File: config.mk
export PLATFORM = sky130hd
export DESIGN_NAME = decode_queue_flat
export DESIGN_NICKNAME = d
export VERILOG_FILES = /design/src/rtl/decode_queue_if.sv /design/src/rtl/decode_queue.sv /design/src/flat_wrapper.sv
export SDC_FILE = /design/constraint.sdc
export NUM_CORES = 1
export LEC_CHECK = 0
export ABC_AREA = 1
export BUFFER_PORTS_ARGS = -buffer_cell sky130_fd_sc_hd__buf_2
export CORE_MARGIN = 5
export CORE_UTILIZATION = 50
export CTS_CLUSTER_SIZE = 25
export DETAILED_ROUTE_END_ITERATION = 16
export GPL_TIMING_DRIVEN = 0
export PLACE_DENSITY = 0.77
export SYNTH_ARGS = -nofsm -noshare
export SYNTH_HDL_FRONTEND = slang
export SYNTH_SLANG_ARGS = --single-unit
File: constraint.sdc
create_clock -name clk -period 5.1 [get_ports clk]
set_input_delay 0.51 -clock clk [delete_from_list [all_inputs] [get_ports clk]]
set_output_delay 0.51 -clock clk [all_outputs]
set_load 0.005 [all_outputs]
File: src/rtl/decode_queue_if.sv
// Micro-op types and the IF -> decode queue -> EX signal bundle.
// A transfer happens on an edge where valid && ready; ready may depend on the consumer's ready.
typedef enum logic [3:0] {
   ALU_ADD  = 4'd0,
   ALU_SUB  = 4'd1,
   ALU_SLL  = 4'd2,
   ALU_SLT  = 4'd3,
   ALU_SLTU = 4'd4,
   ALU_XOR  = 4'd5,
   ALU_SRL  = 4'd6,
   ALU_SRA  = 4'd7,
   ALU_OR   = 4'd8,
   ALU_AND  = 4'd9
} alu_op_t;

typedef struct packed {
   logic        valid;
   logic [6:0]  opcode;
   alu_op_t     alu_op;
   logic [4:0]  rd;
   logic [4:0]  rs1;
   logic [4:0]  rs2;
   logic [2:0]  funct3;
   logic [31:0] imm;
   logic        is_immediate;
   logic        uses_rs1;
   logic        uses_rs2;
   logic        writes_rd;
} uop_t;

interface decode_queue_if #(
   parameter int DEPTH = 2
);
   localparam int CW = $clog2(DEPTH + 1);

   logic          i_if_valid;
   logic          o_if_ready;
   logic [31:0]   i_if_pc;
   logic [31:0]   i_if_instr;
   logic          i_flush;
   logic          o_dec_valid;
   logic          i_ex_ready;
   uop_t          o_uop;
   logic [31:0]   o_dec_pc;
   logic          o_illegal;
   logic [CW-1:0] o_count;

   modport master (
      output i_if_valid, i_if_pc, i_if_instr, i_flush, i_ex_ready,
      input  o_if_ready, o_dec_valid, o_uop, o_dec_pc, o_illegal, o_count
   );

   modport slave (
      input  i_if_valid, i_if_pc, i_if_instr, i_flush, i_ex_ready,
      output o_if_ready, o_dec_valid, o_uop, o_dec_pc, o_illegal, o_count
   );
endinterface

File: src/rtl/decode_queue.sv
// Circular instruction buffer between fetch and execute; the head entry is
// decoded combinationally into an RV32I micro-op.
module decode_queue #(
   parameter int DEPTH   = 2,
   parameter bit EN_CTRL = 1'b1
) (
   input logic           clk,
   input logic           rst,
   decode_queue_if.slave q
);
   localparam int CW = $clog2(DEPTH + 1);
   localparam int PW = $clog2(DEPTH);
   localparam logic [CW-1:0] FULL = CW'(DEPTH);

   localparam logic [6:0] OPC_OP     = 7'h33;
   localparam logic [6:0] OPC_OP_IMM = 7'h13;
   localparam logic [6:0] OPC_LUI    = 7'h37;
   localparam logic [6:0] OPC_AUIPC  = 7'h17;
   localparam logic [6:0] OPC_LOAD   = 7'h03;
   localparam logic [6:0] OPC_STORE  = 7'h23;
   localparam logic [6:0] OPC_BRANCH = 7'h63;
   localparam logic [6:0] OPC_JAL    = 7'h6F;
   localparam logic [6:0] OPC_JALR   = 7'h67;

   logic [31:0]   pc_mem    [DEPTH];
   logic [31:0]   instr_mem [DEPTH];
   logic [PW-1:0] wr_ptr;
   logic [PW-1:0] rd_ptr;
   logic [CW-1:0] count;

   logic push;
   logic pop;
   logic dec_valid;

   assign dec_valid     = (count != '0) && !q.i_flush;
   assign q.o_if_ready  = !q.i_flush && ((count < FULL) || q.i_ex_ready);
   assign q.o_dec_valid = dec_valid;
   assign q.o_count     = count;
   assign push          = q.i_if_valid && q.o_if_ready;
   assign pop           = dec_valid && q.i_ex_ready;

   // Flush wins over any push or pop presented in the same cycle.
   always_ff @(posedge clk or posedge rst) begin
      if (rst) begin
         wr_ptr <= '0;
         rd_ptr <= '0;
         count  <= '0;
      end else if (q.i_flush) begin
         wr_ptr <= '0;
         rd_ptr <= '0;
         count  <= '0;
      end else begin
         if (push) wr_ptr <= wr_ptr + PW'(1);
         if (pop)  rd_ptr <= rd_ptr + PW'(1);
         if (push && !pop)      count <= count + CW'(1);
         else if (pop && !push) count <= count - CW'(1);
      end
   end

   always_ff @(posedge clk) begin
      if (push) begin
         pc_mem[wr_ptr]    <= q.i_if_pc;
         instr_mem[wr_ptr] <= q.i_if_instr;
      end
   end

   function automatic alu_op_t alu_from_f3(input logic [2:0] f3);
      case (f3)
         3'd0:    alu_from_f3 = ALU_ADD;
         3'd1:    alu_from_f3 = ALU_SLL;
         3'd2:    alu_from_f3 = ALU_SLT;
         3'd3:    alu_from_f3 = ALU_SLTU;
         3'd4:    alu_from_f3 = ALU_XOR;
         3'd5:    alu_from_f3 = ALU_SRL;
         3'd6:    alu_from_f3 = ALU_OR;
         default: alu_from_f3 = ALU_AND;
      endcase
   endfunction

   logic [31:0] head;
   logic [2:0]  f3;
   logic [6:0]  f7;
   logic        rd_nz;
   logic [31:0] imm_i, imm_s, imm_b, imm_u, imm_j;
   uop_t        dec;
   logic        dec_ill;

   assign head  = instr_mem[rd_ptr];
   assign f3    = head[14:12];
   assign f7    = head[31:25];
   assign rd_nz = |head[11:7];
   assign imm_i = {{20{head[31]}}, head[31:20]};
   assign imm_s = {{20{head[31]}}, head[31:25], head[11:7]};
   assign imm_b = {{19{head[31]}}, head[31], head[7], head[30:25], head[11:8], 1'b0};
   assign imm_u = {head[31:12], 12'b0};
   assign imm_j = {{11{head[31]}}, head[31], head[19:12], head[20], head[30:21], 1'b0};

   always_comb begin
      dec        = '0;
      dec_ill    = 1'b0;
      dec.valid  = 1'b1;
      dec.opcode = head[6:0];
      dec.rd     = head[11:7];
      dec.rs1    = head[19:15];
      dec.rs2    = head[24:20];
      dec.funct3 = f3;
      dec.alu_op = ALU_ADD;
      case (head[6:0])
         OPC_OP: begin
            dec.uses_rs1  = 1'b1;
            dec.uses_rs2  = 1'b1;
            dec.writes_rd = rd_nz;
            if (f7 == 7'h00)                      dec.alu_op = alu_from_f3(f3);
            else if (f7 == 7'h20 && f3 == 3'd0)   dec.alu_op = ALU_SUB;
            else if (f7 == 7'h20 && f3 == 3'd5)   dec.alu_op = ALU_SRA;
            else                                  dec_ill    = 1'b1;
         end
         OPC_OP_IMM: begin
            dec.is_immediate = 1'b1;
            dec.imm          = imm_i;
            dec.uses_rs1     = 1'b1;
            dec.writes_rd    = rd_nz;
            dec.alu_op       = alu_from_f3(f3);
            // Only the shift forms constrain the upper immediate bits.
            if (f3 == 3'd1 && f7 != 7'h00) dec_ill = 1'b1;
            if (f3 == 3'd5) begin
               if (f7 == 7'h20)      dec.alu_op = ALU_SRA;
               else if (f7 != 7'h00) dec_ill    = 1'b1;
            end
         end
         OPC_LUI, OPC_AUIPC: begin
            dec.is_immediate = 1'b1;
            dec.imm          = imm_u;
            dec.writes_rd    = rd_nz;
         end
         OPC_LOAD: begin
            dec.is_immediate = 1'b1;
            dec.imm          = imm_i;
            dec.uses_rs1     = 1'b1;
            dec.writes_rd    = rd_nz;
            if (!EN_CTRL || f3 == 3'd3 || f3 == 3'd6 || f3 == 3'd7) dec_ill = 1'b1;
         end
         OPC_STORE: begin
            dec.is_immediate = 1'b1;
            dec.imm          = imm_s;
            dec.uses_rs1     = 1'b1;
            dec.uses_rs2     = 1'b1;
            if (!EN_CTRL || f3[2] || f3 == 3'd3) dec_ill = 1'b1;
         end
         OPC_BRANCH: begin
            dec.imm      = imm_b;
            dec.uses_rs1 = 1'b1;
            dec.uses_rs2 = 1'b1;
            case (f3[2:1])
               2'b00:   dec.alu_op = ALU_SUB;
               2'b10:   dec.alu_op = ALU_SLT;
               2'b11:   dec.alu_op = ALU_SLTU;
               default: dec_ill    = 1'b1;
            endcase
            if (!EN_CTRL) dec_ill = 1'b1;
         end
         OPC_JAL: begin
            dec.is_immediate = 1'b1;
            dec.imm          = imm_j;
            dec.writes_rd    = rd_nz;
            if (!EN_CTRL) dec_ill = 1'b1;
         end
         OPC_JALR: begin
            dec.is_immediate = 1'b1;
            dec.imm          = imm_i;
            dec.uses_rs1     = 1'b1;
            dec.writes_rd    = rd_nz;
            if (!EN_CTRL || f3 != 3'd0) dec_ill = 1'b1;
         end
         default: dec_ill = 1'b1;
      endcase
   end

   // Illegal or absent heads present an all-zero micro-op so EX can trap on o_illegal.
   assign q.o_uop     = (dec_valid && !dec_ill) ? dec : '0;
   assign q.o_illegal = dec_valid && dec_ill;
   assign q.o_dec_pc  = pc_mem[rd_ptr];
endmodule

File: src/flat_wrapper.sv
// flat-port wrapper written by rule: the top's interface ports become plain ports
module decode_queue_flat 
#(
   parameter int DEPTH   = 2,
   parameter bit EN_CTRL = 1'b1
)
  (clk, rst, q_i_if_valid, q_i_if_pc, q_i_if_instr, q_i_flush, q_i_ex_ready, q_o_if_ready, q_o_dec_valid, q_o_uop, q_o_dec_pc, q_o_illegal, q_o_count);
  decode_queue_if #(.DEPTH(DEPTH)) q_i ();
  input logic clk;
  input logic rst;
  input wire logic [$bits(q_i.i_if_valid)-1:0] q_i_if_valid;
  input wire logic [$bits(q_i.i_if_pc)-1:0] q_i_if_pc;
  input wire logic [$bits(q_i.i_if_instr)-1:0] q_i_if_instr;
  input wire logic [$bits(q_i.i_flush)-1:0] q_i_flush;
  input wire logic [$bits(q_i.i_ex_ready)-1:0] q_i_ex_ready;
  output wire logic [$bits(q_i.o_if_ready)-1:0] q_o_if_ready;
  output wire logic [$bits(q_i.o_dec_valid)-1:0] q_o_dec_valid;
  output wire logic [$bits(q_i.o_uop)-1:0] q_o_uop;
  output wire logic [$bits(q_i.o_dec_pc)-1:0] q_o_dec_pc;
  output wire logic [$bits(q_i.o_illegal)-1:0] q_o_illegal;
  output wire logic [$bits(q_i.o_count)-1:0] q_o_count;
  assign q_i.i_if_valid = q_i_if_valid;
  assign q_i.i_if_pc = q_i_if_pc;
  assign q_i.i_if_instr = q_i_if_instr;
  assign q_i.i_flush = q_i_flush;
  assign q_i.i_ex_ready = q_i_ex_ready;
  assign q_o_if_ready = q_i.o_if_ready;
  assign q_o_dec_valid = q_i.o_dec_valid;
  assign q_o_uop = q_i.o_uop;
  assign q_o_dec_pc = q_i.o_dec_pc;
  assign q_o_illegal = q_i.o_illegal;
  assign q_o_count = q_i.o_count;
  decode_queue #(.DEPTH(DEPTH), .EN_CTRL(EN_CTRL)) u_core (.clk(clk), .rst(rst), .q(q_i));
endmodule
# After elaboration in Yosys (flattened, before gate mapping)
# Memory sizes are Yosys's and may differ from the RTL's.
# Index checks and enable logic that the tools add are counted.
# word_totals
reg_bits	4
ram_bits	128
output_inout_bits	103
mem_count	2
# op_classes
add_sub_neg	4
magnitude_cmp	1
eq_ne	19
n_mux	35
n_reduce_logical	37
# mem_list
memory	words	word_bits	rd	rd_ports_with_merged_regs	wr	line_no	source
u_core.instr_mem	2	32	1	0	1	decode_queue.sv:26	logic [31:0] instr_mem [DEPTH];
u_core.pc_mem	2	32	1	0	1	decode_queue.sv:25	logic [31:0] pc_mem [DEPTH];
# op_table
cell	count
32-bit one-hot mux with 5 select lines	1
66-bit two-way mux	1
7-bit by 6-bit == test with 1-bit output (second input constant)	4
4-bit one-hot mux with 7 select lines	1
7-bit == test (second input constant)	3
1-bit two-way mux	21
4-bit two-way mux	4
7-bit by 5-bit == test with 1-bit output (second input constant)	2
7-bit OR reduction	2
3-bit == test (second input constant)	4
4-bit one-hot mux with 3 select lines	1
3-bit OR reduction	4
1-bit logical AND	11
3-bit one-hot mux with 3 select lines	1
7-bit by 2-bit == test with 1-bit output (second input constant)	1
7-bit zero test	1
1-bit one-hot mux with 7 select lines	1
7-bit nonzero test	1
3-bit by 2-bit == test with 1-bit output (second input constant)	2
2-bit two-way mux	3
2-bit nonzero test	3
3-bit nonzero test	2
6-bit OR reduction	1
5-bit OR reduction	1
12 further kinds	20

# Logic depth before layout (Yosys ltp)
# Gate-level depths: netlist of the first run.
# An unclocked memory read counts as a cell.
# depth
word_depth	11
ltp_mapped	16

# Least setup slack after synthesis of the first run
# No wires, ideal clock.
# synth_path
path_kind	input -> register
from	input port q_i_ex_ready
to	memory u_core.instr_mem[0][0], enable pin
arrival_ps	3572
required_time_ps	4614
slack_ps	1042
path_stages	4
path_cell_list	inv_1 > a21oi_1 > nand2_1 > nor2_1
# synth_between
elab_chain_len	5
# synth_rtl
item	line_no	source
start, declared	flat_wrapper.sv:15	input wire logic [$bits(q_i.i_ex_ready)-1:0] q_i_ex_ready;
1-bit logical OR	decode_queue.sv:36	assign q.o_if_ready = !q.i_flush && ((count < FULL) || q.i_ex_ready);
1-bit logical AND	decode_queue.sv:36	
named net q_o_if_ready	flat_wrapper.sv:16	output wire logic [$bits(q_i.o_if_ready)-1:0] q_o_if_ready;
1-bit logical AND	decode_queue.sv:39	assign push = q.i_if_valid && q.o_if_ready;
1-bit two-way mux	decode_queue.sv:61	if (push) begin
1-bit two-way mux (implied by the code)	decode_queue.sv:63	instr_mem[wr_ptr] <= q.i_if_instr;
end, declared	decode_queue.sv:26	
# The timed path passes the listed nets, and every way through them passes these cells.

# Worst setup path in the final report of the first run
# layout_path
from	register u_core.rd_ptr
to	output port q_o_uop[47]
# layout_between
elab_chain_len	11
# layout_rtl
item	line_no	source
start, declared	decode_queue.sv:28	logic [PW-1:0] rd_ptr;
start signal, assigned	decode_queue.sv:54	if (pop) rd_ptr <= rd_ptr + PW'(1);
memory 2 x 32 bit (*)	-	
7-bit nonzero test or 3-bit by 1-bit == test with 1-bit output (tied branches)	decode_queue.sv:125, decode_queue.sv:128	
1-bit logical AND	decode_queue.sv:125	if (f3 == 3'd1 && f7 != 7'h00) dec_ill = 1'b1;
1-bit two-way mux	decode_queue.sv:125	
1-bit two-way mux	decode_queue.sv:128	else if (f7 != 7'h00) dec_ill = 1'b1;
1-bit two-way mux	decode_queue.sv:127	if (f7 == 7'h20) dec.alu_op = ALU_SRA;
1-bit two-way mux	decode_queue.sv:126	if (f3 == 3'd5) begin
1-bit one-hot mux with 7 select lines	decode_queue.sv:108	case (head[6:0])
1-bit zero test	decode_queue.sv:180	assign q.o_uop = (dec_valid && !dec_ill) ? dec : '0;
1-bit logical AND	decode_queue.sv:180	
66-bit two-way mux (*)	decode_queue.sv:180	
end, declared	flat_wrapper.sv:18	output wire logic [$bits(q_i.o_uop)-1:0] q_o_uop;
# Mark *: on every way between the ends. The rest lies on a longest branch, timed or not.

==> flow_summary_export.csv, run 1 <==
group,metric,value,unit
grt,grt_max_degree,29,
finish,seq_area,3940,sq um
routing,wl_met1,6.24,mm
routing,viasPerCell,5.01,
yosys,synth_edf_count,128,
yosys,synth_seq_cells,132,
timing,slew_headroom,52.0,%
setup_path,critPathLaunchType,"flop",
floorplanning,initial_core_util,51.5,%
yosys,ys_warn_count,0,
routing,top_layer_used,"met5",
grt,first_global_vias,4998,
finish,drive_gt1_share,31.7,%
place,port-buffer-count,171,
routing,wl_per_cell,15.1,microns
setup_path,worstReg2RegEnd,"u_core.pc_mem[0][14]$_DFFE_PP_",
clocking,cts-resized-gates,0,
clocking,cts_root_buffer,"clkbuf_16",
grt,antenna_found_initial,3,
yosys,syn_inst,648,
place,dp_slack,2.17,ns
setup_path,endpoint,"q_o_uop[47]",
floorplanning,die-area,14900,sq um
grt,gr-usage-all-layers,21.3,%
clocking,clk_pin_slew_worst_paths,0.06,ns
run_status,status,"finished, final reports clean",
yosys,yosys.cell_types.count,30,
setup_path,cp.required,4.59,ns
run,drv_cap,0,
place,gp_congestion,0.911,
finish,nets,912,
yosys,syn_nets,717,
yosys,ys_seq_area_share,63.0,%
finish,diodes,0,
place,place_hpwl,11.7,mm
timing,grt_setup_unrepaired,"no",
timing,finalCritPeriodShare,66.0,%
floorplanning,fp.coreArea,12200,sq um
timing,max_freq,297,MHz
power_and_ir_drop,power_per_cell_area,398,nW/um^2
finish,syn_to_final_growth,27.3,%
timing,fin_crit,3.37,ns
yosys,avgSynthCellArea,9.67,sq um
floorplanning,die_h,122,microns
setup_path,r2r_cells,4,
min_path,holdPathStages,1,
finish,fillers,997,
routing,first_pass_iters,5,
setup_path,crit_start,"u_core.rd_ptr$_DFFE_PP0P_",
min_path,hold_path.class,"in2reg",
finish,multi_input_area,1920,sq um
setup_path,path_class,"reg2out",
floorplanning,rows,40,
grt,grt_overflow,0,
clocking,cts_buffers,17,
setup_path,worst-endpoint-arrival,2.86,ns
timing,fin_skew,0.00594,ns
clocking,clock_latency,0.40,ns
setup_path,crit_path_max_fanout,10,
timing,hold_viol,0,
power_and_ir_drop,vdd_drop_max,0.000314,V
floorplanning,ioPinCount,172,
timing,setup_viol,0,
routing,met3_length,1.51,mm
setup_path,r2r-start,"u_core.q.o_count[1]$_DFFE_PP0P_",
clocking,h-tree-depth,4,
routing,drtAntennaViolNets,0,
yosys,ys.flop_type,"edfxtp_1",
clocking,cts_tree,"done",
clocking,cts.sinks,132,
finish,fin_cells,1023,
grt,grt_pass1_wl,24.3,mm
power_and_ir_drop,p_leak,3.65,nW
routing,wl_met2,7.43,mm
setup_path,end_kind,"output pin",
routing,routed_wl,15.5,mm
routing,drc,0,
timing,slew_viol_final,0,
clocking,clockBufferDepth,2,
setup_path,reg2reg_slack,3.27,ns
timing,setup_ws,1.73,ns
floorplanning,die_x,122,microns
yosys,syn_area,6260,sq um
finish,mostFrequentLayoutCell,"nand2_1",
routing,vias,5126,
routing,first_iter_violations,374,
place,dp_cells,991,
timing,setup-tns-final,0,ns
finish,final_cell_mix,"nand2_1, buf_2, edfxtp_1",
yosys,synthArstFlopShare,3.03,%
timing,tightest_slew,0.713,ns
cells by family after synthesis:
| kind of cell | synth area share, % |
|---|---|
| AO/OA/AOI/OAI | 4.91 |
| flip-flops | 63.0 |
| AND/OR/NAND/NOR | 24.6 |
| multiplexers | 0.959 |
| buffers and inverters | 6.61 |
stage by stage:
stage	hold slack (ns)	power, W	cell area, sq um	utilization [%]
4_1_cts	0.271	0.00320	7980	65.6
2_1_floorplan	0.276	0.00181	6260	-
5_1_grt	0.265	0.00335	7980	65.6
3_3_place_gp	0.394	0.00208	7330	60.3
3_5_place_dp	0.402	0.00210	7430	61.1
6_report	0.287	0.00318	7980	65.6
how the worst min path moves through the flow:
| stage | end | from |
|---|---|---|
| after global routing | u_core.instr_mem[1][0]$_DFFE_PP_ | q_i_if_instr[0] |
| after floorplan | u_core.q.o_count[0]$_DFFE_PP0P_ | rst |
| after global placement | u_core.q.o_count[0]$_DFFE_PP0P_ | rst |
| after CTS | u_core.instr_mem[0][3]$_DFFE_PP_ | q_i_if_instr[3] |
| after detailed placement | u_core.q.o_count[1]$_DFFE_PP0P_ | rst |
| final | u_core.instr_mem[0][23]$_DFFE_PP_ | q_i_if_instr[23] |
final cells by class:
type,count,share of cell area [%]
flip-flops and latches,132,49.4
multi-input cells,426,24.1
repair buffers,176,11.9
clock buffers,17,5.33
inverters,67,3.18
well taps,168,2.64
plain buffers,23,2.01
clock inverters,14,1.44
sequential cells by signal, indices dropped and copies added, names as in the netlist:
register and cells:
u_core.pc_mem 64, u_core.q.o_count 2, u_core.wr_ptr 1, u_core.instr_mem 64, u_core.rd_ptr 1
power by group:
| group | internal, W | switching [W] | leakage, nW | total [W] |
|---|---|---|---|---|
| logic | 0.000251 | 0.000523 | 2.16 | 0.000775 |
| registers | 0.00128 | 0.0000249 | 1.22 | 0.00131 |
| clock network | 0.000662 | 0.000434 | 0.258 | 0.00110 |
| total | 0.00219 | 0.000982 | 3.65 | 0.00318 |
synth_stat cells, types with 3 or more instances:
cell | n | area (sq um)
nor2_4 | 3 | 33.8
inv_2 | 6 | 22.5
mux2i_1 | 6 | 60.1
nor2_1 | 94 | 353
o21ai_0 | 14 | 70.1
nand2_1 | 211 | 792
nand3_1 | 16 | 80.1
clkbuf_1 | 7 | 26.3
nor2_2 | 24 | 150
a22oi_1 | 7 | 52.6
nand2_2 | 11 | 68.8
nor3_1 | 3 | 15.0
buf_6 | 9 | 101
inv_1 | 60 | 225
buf_2 | 5 | 25.0
edfxtp_1 | 128 | 3840
dfrtp_1 | 4 | 100
o21a_1 | 5 | 37.5
a21oi_1 | 19 | 95.1
layer usage:
layer  vias up  global-route usage, %
li1       2502                      -
met2       234                   35.4
met1      2352                   26.0
met4         6                   7.35
met5         -                      0
met3        32                   7.10
repair_timing:
action,4_1_cts,5_1_grt
setup buffers,0,0
hold buffers,1,0
hold endpoints to repair,4,0
setup endpoints to repair,0,0
critical path, stage by stage, from the launching register on:
cell and delay, ns:
dfrtp_1 0.37, buf_6 0.14, inv_4 0.11, nand2_1 0.06, nand2_1 0.12, nand2_1 0.11
nor2_4 0.20, nand2_2 0.12, nor2_2 0.32, inv_2 0.05, nor2_1 0.15, nor2_2 0.08
nand3_2 0.08, buf_6 0.15, buf_6 0.18, nor2_2 0.06, buf_2 0.14
(Power assumes the default switching activity.)
==> inputs of run 2 (changes only) <==
ABC_AREA = 0   (was 1)
clock period = 3.2 ns   (was 5.1 ns; I/O delays follow)
==> run 2 against run 1 <==
The flow now finishes with violations (setup timing). Global-route usage is 0.15 points lower. Clock skew about the same. Final cell count decreased by 21%. Hold slack worse by 0.20 ns. First-iteration DRC count is 35% lower. Utilization up 2.1 points. Worst setup slack got worse by 2.0 ns. Critical path type unchanged. Total power increased by 36%. Cell area rose by 1.5%. Largest power group unchanged. Count of clock-buffer cells in the layout is the same. Combinational power shrank 42%. Register-to-register slack got worse by 2.2 ns.
==> flow_summary_export.csv, run 2 <==
group,metric,value,unit
timing,max_freq,292,MHz
routing,routed_wl,15.2,mm
power_and_ir_drop,p_clk_share,43.3,%
yosys,synthArstFlopShare,3.03,%
floorplanning,die_h,120,microns
clocking,h-tree-depth,4,
setup_path,cpMostUsedCell,"or4_4",
routing,viasPerCell,5.53,
yosys,ys_warn_count,0,
floorplanning,rows,40,
place,gp_congestion,0.904,
power_and_ir_drop,p_switching,0.000996,W
clocking,clk_pin_slew_worst_paths,0.06,ns
routing,drtAntennaViolNets,0,
clocking,cts_buffers,17,
grt,gr-usage-all-layers,21.1,%
floorplanning,die_x,120,microns
clocking,cts_tree,"done",
yosys,synth_common_cells,"edfxtp_1, mux2_2, nor2_1",
run_status,status,"complete, but fails checks",
timing,slew_headroom,39.8,%
floorplanning,initial_core_util,51.0,%
setup_path,critPathLaunchType,"flop",
setup_path,path_class,"reg2out",
clocking,cts_root_buffer,"clkbuf_16",
yosys,netlist_top_cells_area,"edfxtp_1, mux2_2, mux2i_1",
clocking,clockBufferDepth,2,
finish,diodes,0,
yosys,synth_most_common_cell,"edfxtp_1",
yosys,syn_nets,518,
floorplanning,ioPinCount,172,
yosys,ys.flop_type,"edfxtp_1",
setup_path,cp.required,2.88,ns
setup_path,crit_path_max_fanout,10,
power_and_ir_drop,p_int,0.00333,W
yosys,yosys.cell_types.count,53,
setup_path,reg2reg_slack,1.09,ns
finish,nets,715,
setup_path,end_kind,"output pin",
power_and_ir_drop,p_comb_share,10.3,%
clocking,cts.sinks,132,
setup_path,crit_family,"simple AND/OR/NAND/NOR gates",
power_and_ir_drop,p_sw_share,23.1,%
finish,fin_util,67.7,%
setup_path,cp.buffers_inverters,2,
timing,grt_setup_unrepaired,"yes",
setup_path,critPathMaxStageDelay,0.54,ns
power_and_ir_drop,vdd_drop_max,0.000450,V
finish,drive_gt1_share,51.0,%
timing,setup_viol,65,
clocking,clock_latency,0.42,ns
power_and_ir_drop,p_leak,3.09,nW
power_and_ir_drop,pwr-share-seq,46.4,%
timing,tightest_slew,0.902,ns
place,dp_slack,-0.201,ns
yosys,ys_seq_area_share,64.7,%
min_path,hold_path.class,"in2reg",
routing,first_pass_iters,4,
floorplanning,die-area,14500,sq um
finish,syn_to_final_growth,32.8,%
finish,final_cell_mix,"buf_2, edfxtp_1, mux2_2",
yosys,avgSynthCellArea,13.6,sq um
grt,grt_overflow,0,
timing,slew_viol_final,0,
yosys,synth_seq_cells,132,
timing,finalCritPeriodShare,107,%
routing,drc,0,
setup_path,worst-endpoint-arrival,3.10,ns
timing,fin_crit,3.42,ns
yosys,synth_top_area_share,63.0,%
grt,grt_pass1_wl,23.7,mm
finish,design_area,8100,sq um
routing,first_iter_violations,244,
timing,hold_viol,0,
setup_path,path_cells,"or4_4, or4_4, a22oi_2, o221ai_2, or3_4, buf_6, nor4_2, buf_2",
timing,setup-tns-final,-11.58,ns
grt,first_global_vias,4568,
grt,grt_max_degree,65,
yosys,syn_inst,449,
floorplanning,fp.coreArea,12000,sq um
grt,antenna_found_initial,0,
power_and_ir_drop,power_per_cell_area,534,nW/um^2
setup_path,slowest_stage,"or4_4",
routing,vias,4454,
routing,wl_per_cell,18.9,microns
place,port-buffer-count,171,
yosys,synth_edf_count,128,
place,placed_area,7190,sq um
yosys,syn_area,6100,sq um
timing,fin_skew,0.00636,ns
place,place_hpwl,11.2,mm
run,drv_cap,0,
run_status,violations,"setup timing",
yosys,yosys.area.top_type,"edfxtp_1",
finish,mostFrequentLayoutCell,"buf_2",
timing,setup_ws,-0.225,ns
## run 2: metrics by stage
| step | instances | hold WS, ns | total power [W] |
|---|---|---|---|
| 2_1_floorplan | 449 | 0.0861 | 0.00227 |
| 3_3_place_gp | 767 | 0.202 | 0.00243 |
| 3_5_place_dp | 769 | 0.207 | 0.00244 |
| 4_1_cts | 803 | 0.0740 | 0.00433 |
| 5_1_grt | 806 | 0.0717 | 0.00448 |
| 6_report | 806 | 0.0897 | 0.00432 |
## run 2: worst paths after layout
kind,start,endpoint,cells past startpoint
max,u_core.instr_mem[0][25]$_DFFE_PP_,q_o_uop[57],8
min,q_i_if_instr[28],u_core.instr_mem[1][28]$_DFFE_PP_,1
max reg2reg,u_core.rd_ptr$_DFFE_PP0P_,u_core.rd_ptr$_DFFE_PP0P_,9
min reg2reg,u_core.wr_ptr$_DFFE_PP0P_,u_core.wr_ptr$_DFFE_PP0P_,1
max in group asynchronous,rst,u_core.rd_ptr$_DFFE_PP0P_,3
min in group asynchronous,rst,u_core.q.o_count[1]$_DFFE_PP0P_,3
## run 2: power by group through the flow
stage / clock (W) / combinational (W) / sequential (W)
after floorplan: 0 / 0.000239 / 0.00203
after global placement: 0 / 0.000394 / 0.00204
after detailed placement: 0 / 0.000408 / 0.00204
after CTS: 0.00190 / 0.000429 / 0.00200
after global routing: 0.00199 / 0.000483 / 0.00201
final: 0.00187 / 0.000446 / 0.00200
## run 2: kinds of logic after synthesis
| kind of cell | synth area share, % |
|---|---|
| multiplexers | 12.1 |
| AO/OA/AOI/OAI | 8.66 |
| AND/OR/NAND/NOR | 11.3 |
| buffers and inverters | 2.75 |
| flip-flops | 64.7 |
| XOR/XNOR | 0.431 |
## run 2: area by class of cell
cell class | count | area, sq um
timing repair buffer | 178 | 940
inverter | 9 | 33.8
buffer | 22 | 189
fill | 914 | 3860
sequential | 132 | 3940
tap | 147 | 184
multi-input combinational | 286 | 2230
clock buffer | 17 | 425
clock inverter | 15 | 154
## run 2: worst reg2reg max path: cells and delay by family, from the launching register on
kind,cells,cell delay (ns)
buf+inv,7,1.49
flops,1,0.31
xor+xnor,1,0.15
simple gates,1,0.05
## run 2: routing by layer
layer	global-route usage [%]	up-vias	share of wire, %
met5	0	-	0
met2	35.2	183	49
met1	24.9	2136	39
met3	8.33	30	9.2
li1	-	2105	-
met4	7.22	0	2.2
## run 2: timing repair
item / 4_1_cts / 5_1_grt
setup endpoints to repair: 98 / 94
buffers inserted: 1 / 3
hold buffers: 1 / 0
gates resized for setup: 39 / 34
pin swaps: 1 / 1
endpoints found under the hold margin: 4 / 0
==> inputs of run 3 (changes only) <==
==> constraint.sdc (replaced) <==
create_clock -name clk -period 3.2 [get_ports clk]
set_input_delay 0.64 -clock clk [delete_from_list [all_inputs] [get_ports clk]]
set_output_delay 0.64 -clock clk [all_outputs]
set_load 0.005 [all_outputs]
==> run 3 against run 2 <==
The flow still finishes with violations (setup timing). Via count increased by 0.31%. Global-route usage shrank 0.071 points. First-iteration DRC count shrank 1.6%. Critical endpoint unchanged.
==> flow_summary_export.csv, run 3 (same netlist as run 2, synthesis figures left out) <==
group,metric,value,unit
timing,fin_crit,3.75,ns
timing,slew_viol_final,0,
routing,drc,0,
finish,diodes,0,
floorplanning,initial_core_util,51.0,%
clocking,clock_latency,0.41,ns
setup_path,worstReg2RegEnd,"u_core.instr_mem[1][20]$_DFFE_PP_",
min_path,hold_path.class,"in2async",
timing,slew_headroom,39.5,%
floorplanning,rows,40,
grt,antenna_found_initial,0,
routing,first_pass_iters,5,
floorplanning,ioPinCount,172,
power_and_ir_drop,power_per_cell_area,532,nW/um^2
setup_path,r2r_cells,2,
timing,hold_viol,0,
timing,grt_setup_unrepaired,"yes",
run,drv_cap,0,
timing,setup_ws,-0.552,ns
clocking,postCtsHoldBufs,0,
place,dp_slack,-0.521,ns
setup_path,worst-endpoint-arrival,3.11,ns
place,port-buffer-count,171,
place,dp_cells,769,
routing,vias,4468,
finish,final_cell_mix,"buf_2, edfxtp_1, mux2_2",
setup_path,critPathLaunchType,"flop",
finish,fin_cells,805,
finish,nets,714,
timing,setup_viol,67,
routing,wl_per_cell,18.7,microns
clocking,clockBufferDepth,2,
grt,gr-usage-all-layers,21.0,%
floorplanning,die_x,120,microns
power_and_ir_drop,vdd_drop_max,0.000446,V
floorplanning,die-area,14500,sq um
clocking,clk_pin_slew_worst_paths,0.06,ns
grt,grt_pass1_wl,23.6,mm
timing,tightest_slew,0.908,ns
run_status,violations,"setup timing",
timing,setup-tns-final,-32.97,ns
place,place_hpwl,11.2,mm
setup_path,path_class,"reg2out",
finish,drive_gt1_share,51.2,%
routing,first_iter_violations,240,
floorplanning,fp.coreArea,12000,sq um
setup_path,r2r-start,"u_core.q.o_count[1]$_DFFE_PP0P_",
power_and_ir_drop,p_leak,3.10,nW
clocking,h-tree-depth,4,
clocking,cts_root_buffer,"clkbuf_16",
timing,fin_skew,0.00625,ns
clocking,cts_tree,"done",
clocking,cts_buffers,17,
grt,grt_max_degree,65,
grt,grt_overflow,0,
finish,fillers,901,
setup_path,cp.required,2.56,ns
routing,viasPerCell,5.55,
finish,mostFrequentLayoutCell,"buf_2",
routing,routed_wl,15.1,mm
routing,drtAntennaViolNets,0,
finish,syn_to_final_growth,33.5,%
setup_path,end_kind,"output pin",
timing,finalCritPeriodShare,117,%
setup_path,reg2reg_slack,1.16,ns
grt,first_global_vias,4552,
clocking,cts.sinks,132,
run_status,status,"complete, but fails checks",
place,gp_congestion,0.904,
timing,max_freq,267,MHz
setup_path,crit_path_max_fanout,10,
floorplanning,die_h,120,microns
## run 3: cell types whose count changed in the layout (fill, tap and decap cells not counted)
cell,delta
buf_4,-5
buf_6,+4
buf_2,-3
clkbuf_4,+2
buf_12,+1
clkbuf_1,-1
clkbuf_2,+1
clkbuf_8,+1
dlygate4sd3_1,-1
mux2i_1,+1
mux2i_2,-1
nor3_1,-1
nor3_4,+1
## run 3: how the worst max path moves through the flow
| stage | startpoint | endpoint | slack (ns) |
|---|---|---|---|
| detailed placement | u_core.rd_ptr$_DFFE_PP0P_ | q_o_uop[0] | -0.52 |
| finish | u_core.instr_mem[0][25]$_DFFE_PP_ | q_o_uop[57] | -0.55 |
| floorplan | q_i_ex_ready | u_core.instr_mem[0][0]$_DFFE_PP_ | 0.05 |
| CTS | u_core.instr_mem[0][25]$_DFFE_PP_ | q_o_uop[1] | -0.55 |
| global placement | q_i_ex_ready | u_core.pc_mem[0][8]$_DFFE_PP_ | -0.97 |
| global route | u_core.instr_mem[0][25]$_DFFE_PP_ | q_o_uop[24] | -0.63 |
## run 3: layer usage
layer / share of wire (%) / up-vias / track usage [%]
met2: 50 / 199 / 35.1
li1: - / 2107 / -
met5: 0 / - / 0
met1: 39 / 2139 / 24.8
met3: 9.4 / 23 / 8.33
met4: 1.9 / 0 / 7.22
## run 3: area by class of cell
class	count	area, sq um	share of cell area, %
buffer	22	231	2.84
timing repair buffer	177	930	11.4
tap	147	184	2.26
sequential	132	3940	48.5
multi-input combinational	286	2240	27.5
clock inverter	15	154	1.89
inverter	9	33.8	0.415
clock buffer	17	425	5.23
## run 3: worst max-delay path, stage by stage, from the launching register on
cell	delay, ns
edfxtp_1	0.38
or4_4	0.54
or4_4	0.46
a22oi_2	0.20
o221ai_2	0.12
or3_4	0.43
buf_6	0.17
nor4_2	0.23
buf_2	0.16
## run 3: timing repair
| action | CTS | global route |
|---|---|---|
| setup buffers | 1 | 4 |
| pin swaps | 3 | 2 |
| setup endpoints to repair | 99 | 96 |
| resized for setup | 47 | 40 |
| gates cloned | 0 | 0 |
## run 3: report_power, final
part	internal, W	switching [W]	leakage (nW)
clock network	0.00115	0.000721	0.279
registers	0.00198	0.0000279	1.23
logic	0.000208	0.000246	1.60
total	0.00333	0.000995	3.10
## run 3: metrics by stage
step | hold WS, ns | power, W | cell area (sq um) | utilization, %
final | 0.0968 | 0.00433 | 8140 | 68.0
after detailed placement | 0.527 | 0.00244 | 7190 | 60.1
after CTS | 0.0787 | 0.00434 | 7950 | 66.5
after global placement | 0.495 | 0.00243 | 7140 | 59.7
after floorplan | 0.406 | 0.00227 | 6100 | -
after global routing | 0.100 | 0.00449 | 8140 | 68.0
